===== config.mk =====
export PLATFORM = sky130hd
export DESIGN_NAME = pe_bfly
export DESIGN_NICKNAME = d
export VERILOG_FILES = /design/src/rtl/pe_bfly_pkg.sv /design/src/rtl/pe_bfly_arith.sv /design/src/rtl/pe_bfly_delay.sv /design/src/rtl/pe_bfly.sv
export SDC_FILE = /design/constraint.sdc
export NUM_CORES = 1
export LEC_CHECK = 0
export ABC_AREA = 1
export CAP_MARGIN = 10
export CORE_MARGIN = 8
export CORE_UTILIZATION = 60
export CTS_BUF_LIST = sky130_fd_sc_hd__clkbuf_4 sky130_fd_sc_hd__clkbuf_8 sky130_fd_sc_hd__clkbuf_16
export CTS_CLUSTER_DIAMETER = 80
export CTS_CLUSTER_SIZE = 24
export DETAILED_ROUTE_END_ITERATION = 6
export GPL_TIMING_DRIVEN = 0
export PLACE_DENSITY_LB_ADDON = 0.12
export RECOVER_POWER = 50
export SLEW_MARGIN = 0
export SYNTH_ARGS = -nofsm -noshare
export SYNTH_HDL_FRONTEND = slang
export SYNTH_HIERARCHICAL = 1
export SYNTH_SLANG_ARGS = --single-unit

===== constraint.sdc =====
create_clock -name clk -period 31.4 [get_ports clk]
set_input_delay 6.28 -clock clk [delete_from_list [all_inputs] [get_ports clk]]
set_output_delay 6.28 -clock clk [all_outputs]
set_load 0.02 [all_outputs]

===== src/rtl/pe_bfly_pkg.sv =====
// Shared poly-arith definitions: coefficient type, default modulus and butterfly modes.
package pe_bfly_pkg;

  localparam int PB_COEFF_W = 12;
  localparam int PB_Q       = 3329;

  typedef logic [PB_COEFF_W-1:0] coeff_t;

  typedef enum logic [1:0] {
    MODE_CT     = 2'd0,
    MODE_GS     = 2'd1,
    MODE_MAC    = 2'd2,
    MODE_ADDSUB = 2'd3
  } mode_e;

endpackage


===== src/rtl/pe_bfly_arith.sv =====
// Modular arithmetic leaves: add, subtract, pipelined multiply and divide-by-2 (mod Q).
// mod_div2 only exists when PE_BFLY_HALVE_EN is defined.
module mod_add #(
  parameter int W = 12,
  parameter int Q = 3329
) (
  input  logic [W-1:0] a,
  input  logic [W-1:0] b,
  output logic [W-1:0] s
);
  localparam logic [W:0] QW = (W+1)'(Q);
  logic [W:0] s_w;

  assign s_w = {1'b0, a} + {1'b0, b};
  assign s   = (s_w >= QW) ? W'(s_w - QW) : W'(s_w);
endmodule

module mod_sub #(
  parameter int W = 12,
  parameter int Q = 3329
) (
  input  logic [W-1:0] a,
  input  logic [W-1:0] b,
  output logic [W-1:0] d
);
  localparam logic [W:0] QW = (W+1)'(Q);

  // Borrow wraps by adding Q back.
  assign d = (a >= b) ? (a - b) : W'({1'b0, a} + QW - {1'b0, b});
endmodule

module mod_mul #(
  parameter int W   = 12,
  parameter int Q   = 3329,
  parameter int LAT = 2
) (
  input  logic           clk,
  input  logic [LAT-1:0] en,
  input  logic [W-1:0]   a,
  input  logic [W-1:0]   b,
  output logic [W-1:0]   r
);
  localparam logic [2*W-1:0] QP = (2*W)'(Q);
  logic [2*W-1:0] prod_q [LAT];

  always_ff @(posedge clk) begin
    if (en[0]) prod_q[0] <= (2*W)'(a) * (2*W)'(b);
    for (int i = 1; i < LAT; i++) begin
      if (en[i]) prod_q[i] <= prod_q[i-1];
    end
  end

  // Reduction by a constant modulus sits after the last register for retiming.
  assign r = W'(prod_q[LAT-1] % QP);
endmodule

`ifdef PE_BFLY_HALVE_EN
module mod_div2 #(
  parameter int W = 12,
  parameter int Q = 3329
) (
  input  logic [W-1:0] x,
  output logic [W-1:0] y
);
  localparam logic [W:0] QW = (W+1)'(Q);
  logic [W:0] t;

  assign t = {1'b0, x} + (x[0] ? QW : '0);
  assign y = W'(t >> 1);
endmodule
`endif


===== src/rtl/pe_bfly_delay.sv =====
// Register line of parametrised depth; each stage loads from its predecessor when enabled.
module pe_bfly_delay #(
  parameter int W     = 8,
  parameter int DEPTH = 2
) (
  input  logic             clk,
  input  logic [DEPTH-1:0] en,
  input  logic [W-1:0]     d,
  output logic [W-1:0]     q
);
  logic [W-1:0] stage_q [DEPTH];

  always_ff @(posedge clk) begin
    if (en[0]) stage_q[0] <= d;
    for (int i = 1; i < DEPTH; i++) begin
      if (en[i]) stage_q[i] <= stage_q[i-1];
    end
  end

  assign q = stage_q[DEPTH-1];
endmodule


===== src/rtl/pe_bfly.sv =====
// NTT/INTT butterfly PE (CT, GS, MAC, ADDSUB) with MUL_LAT+1 fixed latency and collapsing bubbles.
// PE_BFLY_HALVE_EN: halve GS outputs mod Q after the final register.
module pe_bfly
  import pe_bfly_pkg::*;
#(
  parameter int COEFF_W = PB_COEFF_W,
  parameter int Q       = PB_Q,
  parameter int MUL_LAT = 2
) (
  input  logic               clk,
  input  logic               rst,
  input  logic [COEFF_W-1:0] a_i,
  input  logic [COEFF_W-1:0] b_i,
  input  logic [COEFF_W-1:0] w_i,
  input  logic [1:0]         mode_i,
  input  logic               valid_i,
  output logic               ready_o,
  output logic [COEFF_W-1:0] u_o,
  output logic [COEFF_W-1:0] v_o,
  output logic               valid_o,
  input  logic               ready_i
);
  localparam int N  = MUL_LAT + 1;
  localparam int DW = 2 + 3 * COEFF_W;

  logic [N-1:0]       vld_q;
  logic [N-1:0]       en;
  logic               accept;
  logic [COEFF_W-1:0] sum_in, dif_in, mul_x, mul_t;
  logic [COEFF_W-1:0] a_d, s_d, d_d, sum_out, dif_out;
  logic [COEFF_W-1:0] u_nxt, v_nxt, u_q, v_q;
  logic [DW-1:0]      dly_d, dly_q;
  mode_e              mode_d;

  assign valid_o = vld_q[N-1];
  assign ready_o = ready_i || !vld_q[N-1];
  assign accept  = valid_i && ready_o;

  // A stage holds only when it and every later stage are full and the sink is stalled.
  for (genvar i = 0; i < N; i++) begin : g_en
    assign en[i] = ready_i || !(&vld_q[N-1:i]);
  end

  always_ff @(posedge clk) begin
    if (rst) begin
      vld_q <= '0;
    end else begin
      if (en[0]) vld_q[0] <= accept;
      for (int i = 1; i < N; i++) begin
        if (en[i]) vld_q[i] <= vld_q[i-1];
      end
    end
  end

  mod_add #(.W(COEFF_W), .Q(Q)) u_add_in (.a(a_i), .b(b_i), .s(sum_in));
  mod_sub #(.W(COEFF_W), .Q(Q)) u_sub_in (.a(a_i), .b(b_i), .d(dif_in));

  assign mul_x = (mode_i == MODE_GS) ? dif_in : b_i;

  mod_mul #(.W(COEFF_W), .Q(Q), .LAT(MUL_LAT)) u_mul (
    .clk (clk),
    .en  (en[MUL_LAT-1:0]),
    .a   (mul_x),
    .b   (w_i),
    .r   (mul_t)
  );

  assign dly_d = {mode_i, a_i, sum_in, dif_in};

  pe_bfly_delay #(.W(DW), .DEPTH(MUL_LAT)) u_dly (
    .clk (clk),
    .en  (en[MUL_LAT-1:0]),
    .d   (dly_d),
    .q   (dly_q)
  );

  assign mode_d = mode_e'(dly_q[DW-1 -: 2]);
  assign a_d    = dly_q[3*COEFF_W-1 -: COEFF_W];
  assign s_d    = dly_q[2*COEFF_W-1 -: COEFF_W];
  assign d_d    = dly_q[COEFF_W-1:0];

  mod_add #(.W(COEFF_W), .Q(Q)) u_add_out (.a(a_d), .b(mul_t), .s(sum_out));
  mod_sub #(.W(COEFF_W), .Q(Q)) u_sub_out (.a(a_d), .b(mul_t), .d(dif_out));

  always_comb begin
    u_nxt = sum_out;
    v_nxt = dif_out;
    case (mode_d)
      MODE_CT:     begin u_nxt = sum_out; v_nxt = dif_out; end
      MODE_GS:     begin u_nxt = s_d;     v_nxt = mul_t;   end
      MODE_MAC:    begin u_nxt = sum_out; v_nxt = mul_t;   end
      MODE_ADDSUB: begin u_nxt = s_d;     v_nxt = d_d;     end
      default:     begin u_nxt = sum_out; v_nxt = dif_out; end
    endcase
  end

  always_ff @(posedge clk) begin
    if (rst) begin
      u_q <= '0;
      v_q <= '0;
    end else if (en[N-1] && vld_q[N-2]) begin
      u_q <= u_nxt;
      v_q <= v_nxt;
    end
  end

`ifdef PE_BFLY_HALVE_EN
  mode_e              mode_q;
  logic [COEFF_W-1:0] u_half, v_half;

  always_ff @(posedge clk) begin
    if (rst) begin
      mode_q <= MODE_CT;
    end else if (en[N-1] && vld_q[N-2]) begin
      mode_q <= mode_d;
    end
  end

  mod_div2 #(.W(COEFF_W), .Q(Q)) u_div_u (.x(u_q), .y(u_half));
  mod_div2 #(.W(COEFF_W), .Q(Q)) u_div_v (.x(v_q), .y(v_half));

  assign u_o = (mode_q == MODE_GS) ? u_half : u_q;
  assign v_o = (mode_q == MODE_GS) ? v_half : v_q;
`else
  assign u_o = u_q;
  assign v_o = v_q;
`endif

endmodule


==> results of run 1 <==
area by class of cell:
cell class	instances	area, sq um
Clock buffer	17	425
Multi-Input combinational cell	2424	14900
Tap cell	468	586
Timing Repair Buffer	72	723
Clock inverter	15	174
Buffer	107	774
Fill cell	3292	12500
Sequential cell	151	4260
Inverter	567	2130
cells in the final DEF, fill, tap and decap left out, types with 70 or more instances in the layout:
master,instances
sky130_fd_sc_hd__edfxtp_1,124
sky130_fd_sc_hd__xor2_1,79
sky130_fd_sc_hd__nand4_1,70
sky130_fd_sc_hd__inv_1,528
sky130_fd_sc_hd__nand2_2,124
sky130_fd_sc_hd__nor2_1,214
sky130_fd_sc_hd__nand2_1,1045
sky130_fd_sc_hd__fa_1,120
sky130_fd_sc_hd__nand3_1,262
sky130_fd_sc_hd__ha_1,147
state kept, by name, indices dropped and copies added (netlist names):
name and flops:
u_dly/stage_q 76, u_mul/prod_q 48, u_o 12, v_o 12, vld_q 3
worst max-delay path, delay by kind of cell (launching register included):
| kind | cells | cell delay [ns] |
|---|---|---|
| simple gates | 76 | 8.84 |
| xor+xnor | 2 | 0.41 |
| fa+ha+maj | 5 | 1.37 |
| compound gates | 6 | 2.05 |
| flops | 1 | 0.51 |
| buf+inv | 15 | 1.96 |
worst max-delay path by stage:
stage                                   from                       endpoint
2_1_floorplan                         a_i[1]  u_mul/prod_q[0][23]$_DFFE_PP_
3_3_place_gp                          a_i[1]  u_mul/prod_q[0][22]$_DFFE_PP_
3_5_place_dp   u_mul/prod_q[0][36]$_DFFE_PP_            v_o[5]$_SDFFE_PP0P_
4_1_cts        u_mul/prod_q[0][36]$_DFFE_PP_            v_o[5]$_SDFFE_PP0P_
5_1_grt        u_mul/prod_q[0][36]$_DFFE_PP_           u_o[10]$_SDFFE_PP0P_
6_report       u_mul/prod_q[0][36]$_DFFE_PP_            v_o[9]$_SDFFE_PP0P_
per-stage QoR:
step           area (sq um)  utilization  hold slack, ns  std cells  worst slack [ns]
2_1_floorplan         22100            -           0.400       3249             18.30
3_3_place_gp          23300        0.641           0.402       3784             16.59
3_5_place_dp          23400        0.644           0.405       3789             16.30
4_1_cts               24000        0.660           0.418       3821             16.29
5_1_grt               24000        0.658           0.416       3821             14.59
6_report              24000        0.658           0.415       3821             16.08
layer usage:
metal / wire length [um] / track usage / share of wire / up-vias
met3: 2940 / 0.0347 / 0.055 / 73
met1: 24500 / 0.327 / 0.46 / 9342
met4: 941 / 0.0612 / 0.018 / 2
met2: 25100 / 0.419 / 0.47 / 512
li1: - / - / - / 10200
met5: 13 / 0 / 0.00024 / -
cell families after synthesis:
family,Yosys count,share of synthesized area
xor+xnor,109,0.0432
fa+ha+maj,267,0.192
simple gates,1870,0.390
compound gates,178,0.0496
flops,151,0.193
buf+inv,674,0.132
==> flow_metrics.py, run 1 <==
metrics = {
    "critical_path": {
        "critical_path_arrival_ns": 15.66,
        "rr_endpoint": "v_o[9]$_SDFFE_PP0P_",
        "r2r_cells": 104,
        "critPathLaunchType": "flop",
        "largest_fanout_on_the_critical_path": 10,
        "worst_ep_required_time_ns": 31.74,
        "worst_path_max_delay_cell": "sky130_fd_sc_hd__o21ai_1",
        "worst-setup-path-type": "flop to flop",
        "critical-path-max-stage-delay_ns": 0.60,
        "critical_path.most_common_cell": "sky130_fd_sc_hd__nand2_1",
        "ff2ff_setup_slack_ns": 16.08,
        "worst_r2r_startpoint": "u_mul/prod_q[0][36]$_DFFE_PP_",
        "worstSetupEndpointType": "flop",
    },
    "detailed_routing": {
        "drcViolationCount": 0,
        "initialDrtViolationCount": 1432,
        "route.final.wire_length_mm": 53.4,
        "avgRoutedWirePerCell_um": 14.0,
        "num_vias": 20200,
        "drtPass1Iterations": 6,
        "post_drt_via_cell_ratio": 5.28,
        "ant_nets": 0,
    },
    "synthesis": {
        "syn-cell-area_sq_um": 22100,
        "synth-edff-count": 124,
        "synth.most_common_cell": "sky130_fd_sc_hd__nand2_1",
        "synth_sequential_area_ratio": 0.193,
        "synth.yosys.warnings": 6,
        "synth-main-ff-cell": "sky130_fd_sc_hd__edfxtp_1",
        "netlist.area_leader.share": 0.177,
        "postSynthAreaPerCell_sq_um": 6.80,
        "synth.lib_cells_used.distinct": 51,
        "number_of_synthesized_register_bits": 151,
        "synthesis.nets": 3558,
        "synth_commonest_cells": "1,044 x sky130_fd_sc_hd__nand2_1, 528 x sky130_fd_sc_hd__inv_1, 262 x sky130_fd_sc_hd__nand3_1",
        "synthArstFlopShare": 0,
        "synth_cells": 3249,
        "yosys-top-cells-area": "sky130_fd_sc_hd__nand2_1 18%, sky130_fd_sc_hd__edfxtp_1 17%, sky130_fd_sc_hd__fa_1 11%, sky130_fd_sc_hd__inv_1 9.0%, sky130_fd_sc_hd__ha_1 8.3%",
        "synth_area_leader_cell": "sky130_fd_sc_hd__nand2_1",
    },
    "clock_network": {
        "clk-insertion-delay-late_ns": 0.44,
        "cts-root-to-sink-buffers": 2,
        "path_clk_slew_ns": 0.07,
        "ctsHtreeMaxLevel": 4,
        "tritoncts": "done",
        "clock-root-buffer": "sky130_fd_sc_hd__clkbuf_16",
        "tritoncts.num_buffers": 17,
        "post_cts.repair.setup_buffers": 0,
        "post_cts.resized_instances": 0,
        "clock_sink_count": 151,
        "holdBufCountCts": 0,
    },
    "floorplan": {
        "die-area_sq_um": 43200,
        "std_cell_rows": 70,
        "fp.dieW_um": 208,
        "io_pins": 68,
        "core_area_sq_um": 36400,
        "floorplan.initialDensity": 0.606,
        "chipHeight_um": 208,
    },
    "timing": {
        "worstMarginPinSlew_ns": 3.41,
        "final_period_minus_worst_setup_slack_ns": 15.32,
        "setup_repair_after_global_routing_missed_its_margin": "no",
        "finalSetupViolations": 0,
        "finalCritPeriodShare": 0.488,
        "finalMaxSlewViolations": 63,
        "timing_hold_violations_final": 0,
        "final.setup_skew_ns": 0.0102,
        "final.setup.tns_ns": 0,
        "max_slew_margin": -1.27,
        "fmaxAchievable_ghz": 0.0653,
    },
    "grt": {
        "gr-usage-all-layers": 0.247,
        "grt_pass1_vias": 19100,
        "antenna_found_initial": 1,
        "largest_net_degree_at_the_start_of_global_routing": 63,
        "grt_overflow": 0,
        "global_route_wire_length_before_repair_mm": 90.2,
    },
    "run_status": {
        "violated_checks": "capacitance limit, slew limit",
        "status": "complete, but fails checks",
    },
    "hold_path": {
        "worstHoldEndpoint": "u_mul/prod_q[0][42]$_DFFE_PP_",
        "holdCritPathClass": "flop to flop",
        "hold-path-cell-count": 0,
        "min-delay-start": "u_mul/prod_q[0][18]$_DFFE_PP_",
    },
    "finish": {
        "area.growth.synth_to_final_pct": 8.57,
        "antenna_cells": 0,
        "drive_above_1_share": 0.127,
        "nNetsFinal": 3649,
    },
    "placement": {
        "place.port_buffers": 67,
        "place_congestion": 0.994,
        "detailedPlacementHpwl_mm": 44.8,
    },
    "job": {
        "cap_violations": 1,
    },
}
Power of run 1 is left out: the tool's default activity adds up to more than one toggle a clock period on the data nets, which glitch-free logic cannot reach.
==> run 2: changes to the inputs <==
Settings changed: CORE_UTILIZATION 60 to 58.
Clock period 31.4 ns to 13.45 ns, I/O delays scaled along.
==> flow_metrics.py, run 2 (synthesis results as in run 1) <==
metrics = {
    "run_status": {
        "status": "complete, but fails checks",
        "violated_checks": "capacitance limit, slew limit, setup timing",
    },
    "placement": {
        "dp_worst_setup_slack_ns": -1.65,
        "place_congestion": 0.961,
        "detailedPlacementHpwl_mm": 44.3,
        "place.port_buffers": 67,
    },
    "critical_path": {
        "worst_ep_required_time_ns": 13.77,
        "worst_r2r_startpoint": "u_mul/prod_q[0][37]$_DFFE_PP_",
        "worst_path_max_delay_cell": "sky130_fd_sc_hd__edfxtp_1",
        "critical-path-max-stage-delay_ns": 0.49,
        "rr_endpoint": "u_o[1]$_SDFFE_PP0P_",
        "worst-setup-path-type": "flop to flop",
        "critical_path.most_common_cell": "sky130_fd_sc_hd__nand2_2",
        "r2r_cells": 117,
        "worstSetupEndpointType": "flop",
        "cp_num_buf_inv": 21,
        "largest_fanout_on_the_critical_path": 8,
        "crit_family": "simple AND/OR/NAND/NOR gates",
        "critical_path_arrival_ns": 14.31,
        "critPathLaunchType": "flop",
        "ff2ff_setup_slack_ns": -0.54,
    },
    "detailed_routing": {
        "highest_layer": "met5",
        "met3_length_mm": 5.17,
        "initialDrtViolationCount": 1960,
        "post_drt_via_cell_ratio": 5.58,
        "routed-wl-met2_mm": 32.0,
        "drcViolationCount": 0,
        "drtPass1Iterations": 6,
        "avgRoutedWirePerCell_um": 16.4,
        "route.final.wire_length_mm": 67.1,
        "ant_nets": 0,
        "m1WireLength_mm": 26.9,
        "num_vias": 22900,
    },
    "clock_network": {
        "tritoncts.num_buffers": 17,
        "tritoncts": "done",
        "cts-root-to-sink-buffers": 2,
        "clock_sink_count": 151,
        "ctsHtreeMaxLevel": 4,
        "clock-root-buffer": "sky130_fd_sc_hd__clkbuf_16",
        "clk-insertion-delay-late_ns": 0.43,
        "path_clk_slew_ns": 0.07,
    },
    "floorplan": {
        "chipHeight_um": 211,
        "core_area_sq_um": 37600,
        "std_cell_rows": 71,
        "fp.dieW_um": 211,
        "io_pins": 68,
        "floorplan.initialDensity": 0.588,
        "die-area_sq_um": 44600,
    },
    "timing": {
        "fin_ws_ns": -0.537,
        "fmaxAchievable_ghz": 0.0715,
        "final_period_minus_worst_setup_slack_ns": 13.99,
        "setup_repair_after_global_routing_missed_its_margin": "yes",
        "final.setup_skew_ns": 0.0148,
        "finalMaxSlewViolations": 64,
        "worstMarginPinSlew_ns": 2.95,
        "max_slew_margin": -0.970,
        "finalCritPeriodShare": 1.04,
        "timing_hold_violations_final": 0,
        "finalSetupViolations": 24,
    },
    "hold_path": {
        "min-delay-start": "u_dly/stage_q[0][9]$_DFFE_PP_",
        "worstHoldEndpoint": "u_dly/stage_q[0][47]$_DFFE_PP_",
        "hold-path-cell-count": 0,
        "holdCritPathClass": "flop to flop",
    },
    "finish": {
        "largest_registers": "u_dly/stage_q x76, u_mul/prod_q x48",
        "largest-register": "u_dly/stage_q",
        "drive_above_1_share": 0.281,
        "area.growth.synth_to_final_pct": 28.2,
        "largest_reg_flops": 76,
        "antenna_cells": 0,
        "nNetsFinal": 3886,
        "most-common-layout-cells": "886 x sky130_fd_sc_hd__nand2_1, 496 x sky130_fd_sc_hd__inv_1, 240 x sky130_fd_sc_hd__buf_4",
        "final_common_cell": "sky130_fd_sc_hd__nand2_1",
    },
    "grt": {
        "gr-usage-all-layers": 0.259,
        "global_route_wire_length_before_repair_mm": 96.8,
        "largest_net_degree_at_the_start_of_global_routing": 64,
        "grt_overflow": 0,
        "grt_pass1_vias": 20600,
        "antenna_found_initial": 1,
    },
    "job": {
        "cap_violations": 1,
    },
}
run 2: worst max-delay path by stage:
| stage | from | end | cells past startpoint | slack [ns] |
|---|---|---|---|---|
| final | u_mul/prod_q[0][37]$_DFFE_PP_ | u_o[1]$_SDFFE_PP0P_ | 117 | -0.54 |
| after global routing | u_mul/prod_q[0][40]$_DFFE_PP_ | u_o[1]$_SDFFE_PP0P_ | 118 | -1.16 |
| after CTS | u_mul/prod_q[0][37]$_DFFE_PP_ | u_o[5]$_SDFFE_PP0P_ | 115 | 0.004 |
| after detailed placement | u_mul/prod_q[0][36]$_DFFE_PP_ | v_o[7]$_SDFFE_PP0P_ | 103 | -1.65 |
| after global placement | u_mul/prod_q[0][36]$_DFFE_PP_ | v_o[7]$_SDFFE_PP0P_ | 105 | -1.29 |
| after floorplan | u_mul/prod_q[0][36]$_DFFE_PP_ | u_o[4]$_SDFFE_PP0P_ | 114 | 0.90 |
run 2: worst reg2reg max path: cells and delay by family, from the launching register on:
kind	cells	cell delay [ns]
AOI/OAI and AO/OA	3	0.47
xor gates and xnor gates	1	0.18
adders and majority gates	2	0.59
buffers and inverters	21	2.58
DFF	1	0.49
and+or+nand+nor	90	9.62
run 2: per-layer routing:
layer / vias to the layer above / GRT usage
met3: 302 / 0.0393
met1: 10700 / 0.337
li1: 10800 / -
met5: - / 0
met4: 2 / 0.0842
met2: 1112 / 0.437
run 2: final cells by class:
cell class	instances	area, sq um
multi-input cells	2428	17000
fillers	2712	9260
flip-flops and latches	151	4260
repair buffers	305	2770
inverters	567	2150
plain buffers	107	825
well taps	511	639
clock buffers	17	425
clock inverters	15	199
run 2: repair_timing:
| item | in CTS | in global routing |
|---|---|---|
| cloned | 12 | 2 |
| resized for setup | 154 | 432 |
| pin swaps | 79 | 226 |
| endpoints found under the setup margin | 24 | 24 |
| buffers inserted | 116 | 111 |
| hold buffers | 0 | 0 |
| hold endpoints to repair | 0 | 0 |
run 2: per-stage QoR:
step | setup TNS, ns | hold WS (ns) | util | std cells | cell area (sq um)
floorplan | 0 | 0.400 | - | 3249 | 22100
global route | -22.83 | 0.419 | 0.754 | 4101 | 28300
finish | -7.32 | 0.414 | 0.754 | 4101 | 28300
detailed placement | -32.96 | 0.405 | 0.624 | 3830 | 23500
CTS | 0 | 0.415 | 0.687 | 3990 | 25800
global placement | -23.69 | 0.402 | 0.623 | 3827 | 23400
Power of run 2 is left out for the same reason.
==> run 3: changes to the inputs <==
Settings changed: CAP_MARGIN 10 to 20.
==> results of run 3 <==
No change in the layout: final DEF, timing and power equal those of run 2.
Power of run 3 is left out for the same reason.
